==> src/rtl/ring_pkg.sv <==
// Shared ring-counter definitions: FSM state type, error-counter sizing and
// the ring successor function used by both the counter and decoder sides.
package ring_pkg;

    typedef enum logic {
        UNLOCK = 1'b0,
        LOCKED = 1'b1
    } ring_state_t;

    localparam int unsigned ERR_W   = 8;
    localparam int unsigned ERR_MAX = 255;

    // Successor phase on an n-position ring.
    function automatic int unsigned next_index(input int unsigned i, input int unsigned n);
        return (i == n - 1) ? 0 : i + 1;
    endfunction

endpackage

==> src/rtl/onehot_enc.sv <==
// Combinational one-hot check and binary encode of a ring vector.
module onehot_enc #(
    parameter int unsigned N = 4,
    localparam int unsigned W = $clog2(N)
) (
    input  logic [N-1:0] ring_in,
    output logic         valid,
    output logic [W-1:0] idx
);

    // x & (x-1) clears the lowest set bit, so a nonzero result means two or more bits.
    assign valid = (ring_in != '0) && ((ring_in & (ring_in - N'(1))) == '0);

    always_comb begin
        idx = '0;
        for (int unsigned i = 0; i < N; i++) begin
            if (ring_in[i]) begin
                idx = idx | W'(i);
            end
        end
    end

endmodule

==> src/rtl/ring_decoder.sv <==
// Ring-counter health monitor: decodes the one-hot phase, tracks lock on
// correctly advancing samples and counts sequence errors while locked.
module ring_decoder
    import ring_pkg::*;
#(
    parameter int unsigned N        = 4,
    parameter int unsigned LOCK_CNT = 2,
    localparam int unsigned W       = $clog2(N)
) (
    input  logic             clock,
    input  logic             rst,
    input  logic             sample_en,
    input  logic [N-1:0]     ring_in,
    output logic [W-1:0]     index,
    output logic             onehot_ok,
    output logic             locked,
    output logic             seq_err,
    output logic             wrap_pulse,
    output logic [ERR_W-1:0] err_count
);

    localparam int unsigned STREAK_W = 4;

    ring_state_t         state, state_n;
    logic [STREAK_W-1:0] streak, streak_n, streak_inc;
    logic [W-1:0]        prev, prev_n, prev_succ, cur;
    logic                first_seen, first_seen_n;
    logic                valid, adv;
    logic                onehot_ok_n, seq_err_n, wrap_pulse_n;
    logic [ERR_W-1:0]    err_count_n;

    onehot_enc #(.N(N)) u_enc (
        .ring_in (ring_in),
        .valid   (valid),
        .idx     (cur)
    );

    assign prev_succ  = W'(next_index(32'(prev), N));
    assign adv        = valid && (cur == prev_succ);
    assign streak_inc = streak + STREAK_W'(1);

    // Next-state and next-output logic; everything holds while sample_en is low.
    always_comb begin
        state_n      = state;
        streak_n     = streak;
        prev_n       = prev;
        first_seen_n = first_seen;
        onehot_ok_n  = onehot_ok;
        seq_err_n    = 1'b0;
        wrap_pulse_n = 1'b0;
        err_count_n  = err_count;

        if (sample_en) begin
            onehot_ok_n = valid;
            case (state)
                UNLOCK: begin
                    if (!valid) begin
                        streak_n = '0;
                    end else if (!first_seen || !adv) begin
                        streak_n     = '0;
                        prev_n       = cur;
                        first_seen_n = 1'b1;
                    end else begin
                        prev_n = cur;
                        if (streak_inc == STREAK_W'(LOCK_CNT)) begin
                            state_n  = LOCKED;
                            streak_n = '0;
                        end else begin
                            streak_n = streak_inc;
                        end
                    end
                end
                LOCKED: begin
                    if (adv) begin
                        prev_n       = cur;
                        wrap_pulse_n = (prev == W'(N - 1));
                    end else begin
                        seq_err_n = 1'b1;
                        if (err_count != ERR_W'(ERR_MAX)) begin
                            err_count_n = err_count + ERR_W'(1);
                        end
                        state_n  = UNLOCK;
                        streak_n = '0;
                        if (valid) begin
                            prev_n = cur;
                        end
                    end
                end
            endcase
        end
    end

    always_ff @(posedge clock) begin
        if (rst) begin
            state      <= UNLOCK;
            streak     <= '0;
            prev       <= '0;
            first_seen <= 1'b0;
            onehot_ok  <= 1'b0;
            seq_err    <= 1'b0;
            wrap_pulse <= 1'b0;
            err_count  <= '0;
        end else begin
            state      <= state_n;
            streak     <= streak_n;
            prev       <= prev_n;
            first_seen <= first_seen_n;
            onehot_ok  <= onehot_ok_n;
            seq_err    <= seq_err_n;
            wrap_pulse <= wrap_pulse_n;
            err_count  <= err_count_n;
        end
    end

    assign index  = prev;
    assign locked = (state == LOCKED);

endmodule
==> config.mk <==
export PLATFORM = sky130hd
export DESIGN_NAME = ring_decoder
export DESIGN_NICKNAME = d
export VERILOG_FILES = /design/src/rtl/ring_pkg.sv /design/src/rtl/onehot_enc.sv /design/src/rtl/ring_decoder.sv
export SDC_FILE = /design/constraint.sdc
export NUM_CORES = 1
export LEC_CHECK = 0
export CAP_MARGIN = 20
export CORE_ASPECT_RATIO = 0.6
export CORE_UTILIZATION = 35
export DETAILED_ROUTE_END_ITERATION = 6
export DONT_BUFFER_PORTS = 1
export MAX_ROUTING_LAYER = met4
export PLACE_DENSITY = 0.55
export RECOVER_POWER = 50
export SYNTH_ARGS = -nofsm -noshare
export SYNTH_HDL_FRONTEND = slang
export SYNTH_SLANG_ARGS = --single-unit
export TNS_END_PERCENT = 1
==> constraint.sdc <==
create_clock -name clock -period 5.05 [get_ports clock]
set_input_delay 0.7575 -clock clock [delete_from_list [all_inputs] [get_ports clock]]
set_output_delay 0.7575 -clock clock [all_outputs]
set_load 0.01 [all_outputs]
; ---- Word-level counts from Yosys, hierarchy flattened
; Index checks and enable logic that the tools add are counted.
[totals]
elab_cells = 51
in_bits = 7
reg_bits = 19
[classes]
n_bitwise = 4
eq_ne = 5
n_mux = 18
add_sub_neg = 4
n_reduce_logical = 12
[ops]
columns = cell, n
row1 = two-way mux 4 bit, 4
row2 = two-way mux 2 bit, 5
row3 = adder 8 x 1 -> 8 bit (second input constant), 1
row4 = inequality test 8 bit (second input constant), 1
row5 = case mux 4 bit (2 select lines), 1
row6 = AND reduction 4 bit, 2
row7 = two-way mux 1 bit, 6
row8 = adder 4 x 1 -> 4 bit (second input constant), 1
row9 = bitwise AND 4 bit, 1
row10 = equality test 4 x 2 -> 1 bit (second input constant), 1
row11 = zero test 4 bit, 1
row12 = case mux 2 bit (2 select lines), 1
row13 = nonzero test 4 bit, 1
row14 = OR reduction 4 bit, 1
row15 = subtractor 4 x 1 -> 4 bit (second input constant), 1
row16 = NOT 1 bit, 3
row17 = OR reduction 3 bit, 1
row18 = adder 2 x 1 -> 2 bit (second input constant), 1
row19 = equality test 2 bit, 1
row20 = equality test 2 bit (second input constant), 1
row21 = logical AND 1 bit, 2
row22 = zero test 1 bit, 2
row23 = inequality test 2 bit (second input constant), 1
row24 = case mux 1 bit (2 select lines), 1
row25 = other kinds (2), 2

; ---- Logic depth before layout (Yosys ltp)
; Gate-level depths: netlist (run 1).
[depth]
word_depth = 10
ltp_mapped = 6
mapped_depth_nobuf = 6

; ---- Cells and area by module
; A second synthesis (run 1) with hierarchy kept.
[unflattened]
hier_cells = 117
area_unflattened_um2 = 1027.2
[modules_own_cells]
columns = mod, area_per_inst_um2, instances, cells_per_inst, seq_area_each_um2
row1 = ring_decoder, 977.2, 1, 111, 380.4
row2 = onehot_enc, 50.0, 1, 6, 0.0

; ---- Least setup slack after synthesis (run 1)
; Ideal clock, no wire load.
[synth_timing]
kind = input -> register
from = input port ring_in[3]
to = register err_count[4]
n_path_buf = 0
t_arrival_ns = 2.033
setup_slack_ns = 2.894
cell_stages = 5
cell_sequence = or3b_2 o211ai_1 o211a_4 nor4bb_4 mux2_1
[synth_via]
elab_chain_cells = 7
elab_cells_between_ends = 10
cone_classes = add/sub: 1 / eq/ne: 1 / mux: 1 / bitwise: 2 / reduce/logical: 5
[synth_rtl]
columns = element, line
row1 = "start, declared", ring_decoder.sv:13  ; input logic [N-1:0] ring_in,
row2 = subtractor 4 x 1 -> 4 bit, onehot_enc.sv:12  ; assign valid = (ring_in != '0) && ((ring_in & (ring_in - N'(1))) == '0);
row3 = bitwise AND 4 bit, onehot_enc.sv:12
row4 = zero test 4 bit, onehot_enc.sv:12
row5 = logical AND 1 bit, onehot_enc.sv:12
row6 = logical AND 1 bit (*), ring_decoder.sv:39  ; assign adv = valid && (cur == prev_succ);
row7 = NOT 1 bit (no line) (*), --
row8 = AND reduction 4 bit (no line) (*), --
row9 = "end signal, assigned", ring_decoder.sv:111  ; err_count <= err_count_n;
row10 = "end, declared", ring_decoder.sv:19  ; output logic [ERR_W-1:0] err_count
; Every way passes the cells marked *; elsewhere a longest branch is shown, timed or not.
; A chain may end at the register's enable or synchronous reset.

; ---- Worst setup path after layout (run 1)
[layout_timing]
from = register prev[0], in the netlist index[0]
to = register err_count[4]
[layout_via]
elab_chain_cells = 6
elab_cells_between_ends = 7
cone_classes = add/sub: 1 / eq/ne: 2 / mux: 1 / bitwise: 1 / reduce/logical: 2
[layout_rtl]
columns = element, line
row1 = "start, declared", ring_decoder.sv:26  ; logic [W-1:0] prev, prev_n, prev_succ, cur;
row2 = "start signal, assigned", ring_decoder.sv:106  ; prev <= prev_n;
row3 = adder 2 x 1 -> 2 bit or equality test 2 bit (tied branches), ring_pkg.sv:15  ; return (i == n - 1) ? 0 : i + 1;
row4 = two-way mux 2 bit (*), ring_pkg.sv:15
row5 = equality test 2 bit (*), ring_decoder.sv:39
row6 = logical AND 1 bit (*), ring_decoder.sv:39
row7 = NOT 1 bit (no line) (*), --
row8 = AND reduction 4 bit (no line) (*), --
; Marks and branches as above.

==> qor.yml, run 1 <==
finalSetupViolations: 0
track_usage_pct: 15.9
wl_met3_um: 143
swShare_pct: 23.6
antenna_cells: 0
synth_cells: 122
grt_pass1_vias: 797
rsz0062_at_grt: "false"
p_seq_share_pct: 54.2
ios: 21
cts_sinks: 19
synth-warning-count: 0
synth_most_common_cell: "dfxtp_1"
whs_ps: 511
routed_wl_um: 2200
clkLatencyLatePin_ps: 250
globalplace.congestion: 0.754
leakagePower_nw: 0.444
io_buffers: 0
ctsResizeCount: 0
start_util_pct: 37.5
worst_pin_slew_ps: 556
fin_tns_setup_ps: 0
status: "complete, no violations"
finalHoldViolations: 0
powerDensity_nw_per_um2: 241
dieArea_sq_um: 3370
p_int_w: 0.000218
clkPwrFrac_pct: 37.7
async_reset_ff_share_pct: 0
avgSynthCellArea_sq_um: 8.99
synth_ff_type: "dfxtp_1"
ys_top_cells_by_count: "dfxtp_1, nor2_1, nand3_1"
fp.dieH_um: 45.4
antenna_found_initial: 0
fin_crit_ps: 2230
wl_per_cell_um: 13.3
synth_seq_cells: 19
die_w_um: 74.3
wl_met2_um: 802
drc: 0
placementRows: 15
crit_start: "index[0]"
startpoint_type: "register"
slew_violations: 0
crit_path_max_fanout: 9
synth-seq-area-share_pct: 34.7
cts_tree: "done"
syn-cell-area_sq_um: 1100
cap_violations: 0
finalCritPeriodShare_pct: 44.1
nNetsFinal: 135
clk_pin_slew_worst_paths_ps: 70
ctsRootBufferMaster: "clkbuf_8"
dr.max_layer_used: "met4"
synth_fp_nets: 133
slew_headroom_pct: 62.5
wl_met1_um: 1220
worst-setup-path-type: "register to register"
p_switching_w: 0.0000675
synth_cell_types: 45
numCtsBuffers: 3
ant_nets: 0
core_area_sq_um: 2930
ir_drop_mv: 0.0950
reg2reg_from: "index[0]"
skew_ps: 0.443
worstHoldStart: "first_seen"
area_growth_pct: 7.87
hold_path_class: "register to register"
h-tree-depth: 1
cp_data_arrival_time_ps: 2370
yosys-top-cells-area: "dfxtp_1, ha_1, nor2_1, nand3_1, mux2_2"
cp-end-kind: "register"
grt_pass1_wl_um: 3790
grt.overflow.total: 0
p_comb_share_pct: 8.0
grt_max_degree: 23
hold_buffers: 0
vias: 887
dr.pass1.iters: 4
post_cts_buffers: 0
clockBufferDepth: 2
drtIter0Drc: 64
yosys.area.top_type: "dfxtp_1"
dp_hpwl_um: 1680
synth-edff-count: 0
vias_per_cell: 5.38
fmax_ghz: 0.449
synth_top_area_share_pct: 34.7
worstPathRequired_ps: 5200
layout-drive-gt1-share_pct: 10.6
-- cells by family (layout without fill, tap and decap cells) --
logic type	Yosys count	in the layout	share of synthesized area, %
and+or+nand+nor	57	57	32.2
adders and majority gates	4	4	4.56
muxes	7	7	6.96
xor gates and xnor gates	3	3	2.39
buffers and inverters	8	9	2.74
DFF	19	19	34.7
AOI/OAI and AO/OA	24	24	16.5
-- final cells by class --
type                       count  area [sq um]
inverter                       5          18.8
clock buffer                   4          45.0
fill                         312          1740
multi-input combinational     95           687
tap                           42          52.6
sequential                    19           380
-- power by group through the flow --
stage,Combinational (W),Sequential (W),Clock (W)
2_1_floorplan,0.0000214,0.000158,0
3_3_place_gp,0.0000227,0.000158,0
3_5_place_dp,0.0000231,0.000158,0
4_1_cts,0.0000232,0.000155,0.000111
5_1_grt,0.0000263,0.000155,0.000119
6_report,0.0000230,0.000155,0.000108
-- critical path, stage by stage, from the launching register on --
cell      delay (ps)
dfxtp_1          370
ha_1             250
or2_2            290
a32o_1           280
o211a_4          300
nor4bb_4         290
mux2_1           340
-- registers in the layout, summed over array words and instances, names as in the netlist --
signal / count
err_count: 8
streak: 4
index: 2
first_seen: 1
locked: 1
onehot_ok: 1
seq_err: 1
wrap_pulse: 1
-- stage by stage --
step	setup slack [ps]	power, W	cells	util [%]	cell area [sq um]
CTS	2800	0.000289	165	40.4	1180
global placement	2780	0.000181	161	38.9	1140
detailed placement	2750	0.000181	161	38.9	1140
finish	2820	0.000286	165	40.4	1180
global route	2630	0.000300	165	40.4	1180
floorplan	2890	0.000179	122	-	1100
-- layer usage --
metal,track usage [%],up-vias
met5,-,-
li1,-,457
met4,4.53,0
met1,23.1,410
met3,6.64,2
met2,19.3,18
-- cells in the final DEF (no fill, tap or decap), types with 3 or more instances in the layout --
cell type | netlist | layout
a21oi_1 | 5 | 5
clkbuf_8 | 0 | 3
dfxtp_1 | 19 | 19
ha_1 | 4 | 4
inv_1 | 5 | 5
mux2_2 | 3 | 3
nand2_1 | 6 | 6
nand2b_1 | 4 | 4
nand3_1 | 8 | 8
nor2_1 | 11 | 11
nor2b_1 | 5 | 5
nor3_1 | 4 | 4
o21ai_0 | 3 | 3
xnor2_1 | 3 | 3
-- worst paths after layout --
| kind | cells past startpoint | endpoint | slack (ps) |
|---|---|---|---|
| max | 6 | err_count[4] | 2820 |
| min reg2reg | 1 | first_seen | 510 |
| max reg2reg | 6 | err_count[4] | 2820 |
| min | 1 | first_seen | 510 |
(Power assumes the default switching activity.)
==> run 2, diff against run 1 <==
- PLACE_DENSITY: 0.55 -> 0.57
- clock period: 5.05 -> 2 ns (I/O delays scaled with it)
==> qor.yml, run 2 (synthesis gave the netlist of run 1 again) <==
finalSetupViolations: 2  # +2
hold_path_class: "input port to register"
cp_data_arrival_time_ps: 2160  # -210 ps
dieArea_sq_um: 3370  # unchanged
layout-drive-gt1-share_pct: 21.8  # +11 points
fin_tns_setup_ps: -32.3  # -32.3 ps
worstPathRequired_ps: 2140  # -3060 ps
crit_path_max_fanout: 8  # -1
critPathTopFamily: "compound AO/OA/AOI/OAI gates"
fin_crit_ps: 2020  # -208 ps
vias: 928  # +4.6%
clkLatencyLatePin_ps: 250  # about the same
grt_pass1_vias: 856  # +7.4%
wl_per_cell_um: 13.8  # +3.4%
critPathBufInv: 0  # unchanged
grt.overflow.total: 0  # unchanged
antenna_found_initial: 0  # unchanged
placementRows: 15  # unchanged
dr.pass1.iters: 4  # unchanged
clockBufferDepth: 2  # unchanged
final_common_cell: "dfxtp_1"
ctsRootBufferMaster: "clkbuf_8"
finalCritPeriodShare_pct: 101  # +57 points
drc: 0  # unchanged
powerDensity_nw_per_um2: 568  # +140%
ir_drop_mv: 0.309  # +230%
layout_common_cells: "dfxtp_1, nor2_1, buf_4"
fp.dieH_um: 45.4  # unchanged
seqCellArea_sq_um: 385  # +1.3%
slew_headroom_pct: 67.0  # +4.5 points
worst-setup-path-type: "register to register"
cp-end-kind: "register"
ant_nets: 0  # unchanged
largest_reg_flops: 8  # unchanged
hold_buffers: 0  # unchanged
numCtsBuffers: 3  # unchanged
fmax_ghz: 0.495  # +10%
core_area_sq_um: 2930  # unchanged
pre_cts_ws_ps: -23.4  # -2770 ps
violations: "setup timing"
io_buffers: 0  # unchanged
critical_path.slowest_cell: "dfxtp_4"
setup_slack_ps: -20.2  # -2840 ps
rsz0062_at_grt: "true"
area_growth_pct: 17.3
clk_pin_slew_worst_paths_ps: 70  # about the same
finalHoldViolations: 0  # unchanged
grt_pass1_wl_um: 3800  # +0.34%
drtIter0Drc: 69  # +7.8%
multi_input_area_sq_um: 714  # +4.0%
h-tree-depth: 1  # unchanged
dp_hpwl_um: 1840  # +9.6%
track_usage_pct: 16.0  # +0.092 points
cts_sinks: 19  # unchanged
status: "finished, violations left"
n_fill_cell: 304  # -2.6%
cts_tree: "done"
routed_wl_um: 2410  # +9.6%
placed_area_sq_um: 1230  # +7.8%
slew_violations: 0  # unchanged
max_stage_delay_ps: 360  # about the same
top_register: "err_count"
antenna_cells: 0  # unchanged
postLayoutCellArea_sq_um: 1290  # +8.8%
worst_pin_slew_ps: 492  # -64.2 ps
start_util_pct: 37.5  # unchanged
vias_per_cell: 5.30  # -1.4%
globalplace.congestion: 0.773  # +2.5%
ios: 21  # unchanged
cp_cell_sequence: "ha_4 > or2_4 > a32o_2 > o211a_4 > nor4b_4 > mux2_4"
cap_violations: 0  # unchanged
leakagePower_nw: 0.495  # +12%
nNetsFinal: 145  # +7.4%
die_w_um: 74.3  # unchanged
startpoint_type: "register"
skew_ps: 0.685  # +0.242 ps
grt_max_degree: 23  # unchanged
## run 2: changes by cell type in the layout (fill, tap and decap cells not counted), sizes merged
cell,before,now
buf,0,9
clkbuf,4,5
## run 2: report_power, final
part	switching [W]	internal, W	total, W	leakage [nW]
clock	0.000120	0.000141	0.000261	0.0228
combinational	0.0000395	0.0000407	0.0000802	0.317
sequential	0.00000601	0.000384	0.000390	0.155
## run 2: final timing paths
kind	depth (start not counted)	end	startpoint	slack [ps]
setup / recovery	6	err_count[6]	index[0]	-20
hold / removal	1	index[0]	rst	110
setup reg to reg	6	err_count[6]	index[0]	-20
hold reg to reg	2	index[0]	index[0]	500
## run 2: stage by stage
stage	std cells	hold WS (ps)	power (W)	util, %
floorplan	122	397	0.000456	-
global placement	170	365	0.000473	41.9
detailed placement	170	366	0.000476	41.9
CTS	174	95.3	0.000741	43.5
global route	175	84.3	0.000770	44.0
finish	175	106	0.000731	44.0
## run 2: final cells by class
class,instances,share of cell area [%]
Clock buffer,4,3.50
Multi-Input combinational cell,95,55.5
Inverter,5,1.46
Sequential cell,19,29.9
Tap cell,42,4.08
Timing Repair Buffer,10,5.54
## run 2: routing by layer
metal	part of all wire [%]	wire length (um)	up-vias	track usage, %
li1	-	-	475	-
met1	52	1250	424	21.1
met2	41	981	27	22.9
met3	6.8	163	2	6.42
met4	0.50	12	0	3.40
met5	0	0	-	-
## run 2: timing repair
item                                    CTS  global route
resized for setup                         0             3
endpoints found under the setup margin    2             6
buffers inserted                          0             1
pin swaps                                 0             6
